===== src/rtl/scpad_pkg.sv =====
// Shared types and geometry for the scratchpad <-> DRAM row movers.
// A row is NUM_COLS elements; a DRAM beat carries BEAT_ELEMS of them (64 bits).
package scpad_pkg;

  localparam int NUM_COLS   = 32;
  localparam int ELEM_W     = 16;
  localparam int BEAT_ELEMS = 4;
  localparam int BEATS      = NUM_COLS / BEAT_ELEMS;
  localparam int ADDR_W     = 32;
  localparam int ID_W       = 16;
  localparam int BEAT_W     = BEAT_ELEMS * ELEM_W;
  localparam int ROW_W      = NUM_COLS * ELEM_W;
  localparam int BEAT_IDX_W = 3;
  localparam int BEAT_BYTES = 8;

  typedef logic [ROW_W-1:0]  scpad_data_t;
  typedef logic [BEAT_W-1:0] dram_beat_t;

  typedef struct packed {
    logic              valid;
    logic [ID_W-1:0]   id;
    logic [ADDR_W-1:0] addr;
    dram_beat_t        data;
    logic              last;
  } dram_wr_req_t;

  // Byte address of beat b; wraps at ADDR_W bits.
  function automatic logic [ADDR_W-1:0] beat_addr(input logic [ADDR_W-1:0] base,
                                                  input logic [BEAT_IDX_W-1:0] b);
    return base + {{(ADDR_W-BEAT_IDX_W-3){1'b0}}, b, 3'b000};
  endfunction

endpackage


===== src/rtl/sram_read_serializer.sv =====
// Serializes one scratchpad row into up to eight 64-bit DRAM write beats
// over a valid/ready channel, with back-to-back row acceptance on the last beat.
module sram_read_serializer
  import scpad_pkg::*;
(
  input  logic                  clk,
  input  logic                  rst,
  input  logic                  row_valid,
  output logic                  row_ready,
  input  logic [ROW_W-1:0]      row_data,
  input  logic [ID_W-1:0]       row_uuid,
  input  logic [ADDR_W-1:0]     row_dram_addr,
  input  logic [BEAT_IDX_W-1:0] num_request,
  output logic                  dram_wr_valid,
  input  logic                  dram_wr_ready,
  output logic [BEAT_W-1:0]     dram_wr_data,
  output logic [ADDR_W-1:0]     dram_wr_addr,
  output logic [ID_W-1:0]       dram_wr_id,
  output logic                  dram_wr_last,
  output logic                  row_done
);

  // state | meaning
  // IDLE  | no row held, waiting for row_valid
  // SEND  | presenting beat beat_q of the held row
  localparam logic [0:0] IDLE = 1'b0;
  localparam logic [0:0] SEND = 1'b1;

  logic [0:0]            state_q, state_d;
  logic [BEAT_IDX_W-1:0] beat_q, beat_d;
  scpad_data_t           row_q, row_d;
  logic [ID_W-1:0]       uuid_q, uuid_d;
  logic [ADDR_W-1:0]     addr_q, addr_d;
  logic [BEAT_IDX_W-1:0] nreq_q, nreq_d;

  logic         sending;
  logic         is_last;
  logic         beat_acc;
  logic         row_acc;
  dram_wr_req_t req;

  assign sending  = (state_q == SEND);
  assign is_last  = (beat_q == nreq_q);
  assign beat_acc = sending && dram_wr_ready;

  // A new row may slip in on the cycle the final beat leaves, so there is no bubble.
  assign row_ready = !sending || (beat_acc && is_last);
  assign row_acc   = row_valid && row_ready;
  assign row_done  = beat_acc && is_last;

  always_comb begin
    req       = '0;
    req.valid = sending;
    req.id    = {uuid_q[ID_W-1:BEAT_IDX_W], beat_q};
    req.addr  = beat_addr(addr_q, beat_q);
    req.data  = row_q[{beat_q, 6'b000000} +: BEAT_W];
    req.last  = sending && is_last;
  end

  assign dram_wr_valid = req.valid;
  assign dram_wr_id    = req.id;
  assign dram_wr_addr  = req.addr;
  assign dram_wr_data  = req.data;
  assign dram_wr_last  = req.last;

  always_comb begin
    state_d = state_q;
    beat_d  = beat_q;
    row_d   = row_q;
    uuid_d  = uuid_q;
    addr_d  = addr_q;
    nreq_d  = nreq_q;
    if (row_acc) begin
      state_d = SEND;
      beat_d  = '0;
      row_d   = row_data;
      uuid_d  = row_uuid;
      addr_d  = row_dram_addr;
      nreq_d  = num_request;
    end else if (beat_acc) begin
      if (is_last) begin
        state_d = IDLE;
      end else begin
        beat_d = beat_q + 3'd1;
      end
    end
  end

  always_ff @(posedge clk or posedge rst) begin
    if (rst) begin
      state_q <= IDLE;
      beat_q  <= '0;
      row_q   <= '0;
      uuid_q  <= '0;
      addr_q  <= '0;
      nreq_q  <= '0;
    end else begin
      state_q <= state_d;
      beat_q  <= beat_d;
      row_q   <= row_d;
      uuid_q  <= uuid_d;
      addr_q  <= addr_d;
      nreq_q  <= nreq_d;
    end
  end

endmodule

===== config.mk =====
export PLATFORM = sky130hd
export DESIGN_NAME = sram_read_serializer
export DESIGN_NICKNAME = d
export VERILOG_FILES = /design/src/rtl/scpad_pkg.sv /design/src/rtl/sram_read_serializer.sv
export SDC_FILE = /design/constraint.sdc
export NUM_CORES = 2
export LEC_CHECK = 0
export BUFFER_PORTS_ARGS = -buffer_cell sky130_fd_sc_hd__buf_2
export CORE_AREA = 2 2 269 271
export DETAILED_ROUTE_END_ITERATION = 10
export DIE_AREA = 0 0 271 273
export PLACE_DENSITY = 0.58
export SYNTH_ARGS = -nofsm -noshare
export SYNTH_HDL_FRONTEND = slang
export SYNTH_SLANG_ARGS = --single-unit

===== constraint.sdc =====
create_clock -name clk -period 22.3 [get_ports clk]
set_clock_uncertainty 0.1 [all_clocks]
set_input_delay 2.23 -clock clk [delete_from_list [all_inputs] [get_ports clk]]
set_output_delay 2.23 -clock clk [all_outputs]
set_load 0.005 [all_outputs]

==> flow_summary.ini <==
[yosys]
ys_top_cells_by_area = dfrtp_1, mux2_4, mux4_2, mux2_2, buf_6
synth_area_um2 = 27100
yosysMostFrequentCell = dfrtp_1
synth_top_area_share_pct = 52.1
synthArstFlopShare_pct = 100
synthTopCellsByCount = dfrtp_1, mux2_4, mux2_2
syn_nets = 2108
synth_seq_area_share_pct = 52.1
ys_types = 34
synth_edf_count = 0
avgSynthCellArea_um2 = 17.6
synth_ff_type = dfrtp_1
yosysWarnings = 0
synthCells = 1536
ys_seq_elements = 564
yosys.area.top_type = dfrtp_1

[setup_path]
cp.required_ps = 19970
critPathKind = flop to output pin
path_buf_inv = 3
cp-end-kind = output pin
cp-start-kind = flop
worst-endpoint-arrival_ps = 4060
slowest_delay_ps = 800
path_depth = 5
path_max_fanout = 42
worst_path_most_repeated_cell = buf_4
slowest_stage = buf_4
crit_family = buffers and inverters
path_cells = buf_4 -> buf_4 -> mux4_2 -> mux2_2 -> buf_2
r2r_cells = 7

[placement]
dp_hpwl_um = 52600
portBuffers = 679
place_area_um2 = 31100
dp.cells = 3079
routabilityCongestion = 0.853

[grt]
grt_overflow = 0
grt_pass1_wl_um = 111000
grt_util_all_layers_pct = 19.6
antenna_found_initial = 40
grt_max_degree = 150
grt_pass1_vias = 17767

[power_and_ir_drop]
p_leak_nw = 16.5
vdd_drop_max_mv = 0.0868
p_per_area_nw_per_um2 = 160

[clock_tree]
cts_tree = built
cts_buffers = 66
cts.sinks = 564
path_clk_slew_ps = 60
clock_latency_ps = 580
cts-resized-gates = 0
cts_setup_buffers = 0
cts_buffer_depth = 3
holdBufCountCts = 0
htreeDepth = 3
cts-root-buf = clkbuf_16

[layout]
fin_cells = 3210
design_area_um2 = 33300
layout.nets = 2769
final_layout_size_suffix_gt1_share_pct = 69.4
area_growth_pct = 23.0

[routing]
routed_via_density = 4.98
antenna_left = 0
routedWlPerCell_um = 23.0
route.detailed.drc = 0
vias = 15986
drt_pass1_iterations = 6
drt-total-wl_um = 73800
drt-initial-drc-count = 818

[floorplanning]
die_x_um = 271
die_h_um = 273
ioPinCount = 683
initial_core_util_pct = 38.1
row_count = 98
die_area_um2 = 74000
core_um2 = 71000

[run]
max_cap_violations = 0

[sta]
setup_viol = 0
slew_viol_final = 0
finalSetupTns_ps = 0
finalCriticalPeriod_ps = 6390
hold_viol = 0
slew_headroom_pct = 22.1
fmax_mhz = 157
worst_pin_slew_ps = 1170
period_share_pct = 28.6
rsz0062_at_grt = false

[min_path]
hold-path-cell-count = 1
worstHoldPathType = flop to flop

[status]
status = finished clean
## final timing paths
| check | from | end | slack, ps |
|---|---|---|---|
| hold / removal | row_q[162] | row_q[162] | 400 |
| hold reg to reg | row_q[162] | row_q[162] | 400 |
| setup / recovery | beat_q[0] | dram_wr_data[1] | 15910 |
| max in group asynchronous | rst | beat_q[0] | 17150 |
| setup reg to reg | beat_q[2] | row_q[99] | 16700 |
| min in group asynchronous | rst | row_q[162] | 1640 |
## cell type report
type	count	area [um^2]
Multi-Input combinational cell	858	12200
Timing Repair Buffer	698	3570
Inverter	9	41.3
Clock buffer	100	2000
Antenna cell	18	45.0
Fill cell	6275	37700
Clock inverter	13	168
Tap cell	950	1190
Sequential cell	564	14100
## metrics by stage
step,power [mW],setup WS [ps],hold WS [ps],util (%)
floorplan,3.66,4200,374,-
global placement,4.20,15670,381,43.8
detailed placement,4.28,15540,388,43.8
CTS,5.40,15710,402,46.8
global route,5.64,15560,414,46.9
finish,5.33,15910,398,46.9
## sequential cells by signal, summed over array words and instances (netlist names)
| name | flops |
|---|---|
| addr_q | 32 |
| beat_q | 3 |
| dram_wr_valid | 1 |
| nreq_q | 3 |
| row_q | 512 |
| uuid_q | 13 |
## metal layers
| layer | vias up | routed length (um) | global-route usage [%] |
|---|---|---|---|
| met5 | - | 238 | 0 |
| met4 | 38 | 1540 | 6.25 |
| met3 | 133 | 5100 | 5.75 |
| met2 | 480 | 37100 | 32.9 |
| met1 | 8287 | 29800 | 24.4 |
| li1 | 7048 | - | - |
## kinds of logic after synthesis
family	after synthesis	share of synthesized area, %
XOR/XNOR	30	0.970
multiplexers	752	42.1
AND/OR/NAND/NOR	58	1.12
buffers and inverters	114	2.98
AO/OA/AOI/OAI	13	0.420
adder cells (fa/ha/maj)	5	0.259
flip-flops	564	52.1
## worst reg2reg max path, delay by kind of cell (launching register included)
| kind | cells | cell delay [ps] |
|---|---|---|
| buf+inv | 3 | 2880 |
| flops | 1 | 930 |
| simple gates | 1 | 560 |
| xor+xnor | 1 | 440 |
| mux | 1 | 440 |
| compound gates | 1 | 130 |
## where the power goes
group	switching [mW]	internal (mW)	leakage [nW]
clock	0.439	0.644	1.07
sequential	0.350	1.56	6.74
combinational	0.821	1.52	8.67
## cell usage in the layout, fill, tap and decap left out, types with 3 or more instances in the layout
cell type  Yosys  routed
and4_1         3       3
inv_6          0       3
nor4_1         3       3
ha_1           4       4
dfrtp_1      564     561
clkinv_2       0       4
nand2_1       11      10
a21oi_1        3       3
diode_2        0      18
xor2_1        20      20
buf_4          4      17
mux2_4       400     400
buf_2         28     679
mux4_2       128     128
nand4_1        6       6
nor3_1        11      11
clkbuf_1      27      13
xnor2_1       10      10
clkbuf_8       0      20
nand3_1        9       9
inv_1          9       8
dfrtp_4        0       3
nor2_1         6       6
clkbuf_16      0      67
and3_1         3       3
mux2_2       224     224
Note: power is estimated with default switching activity, not from simulation.
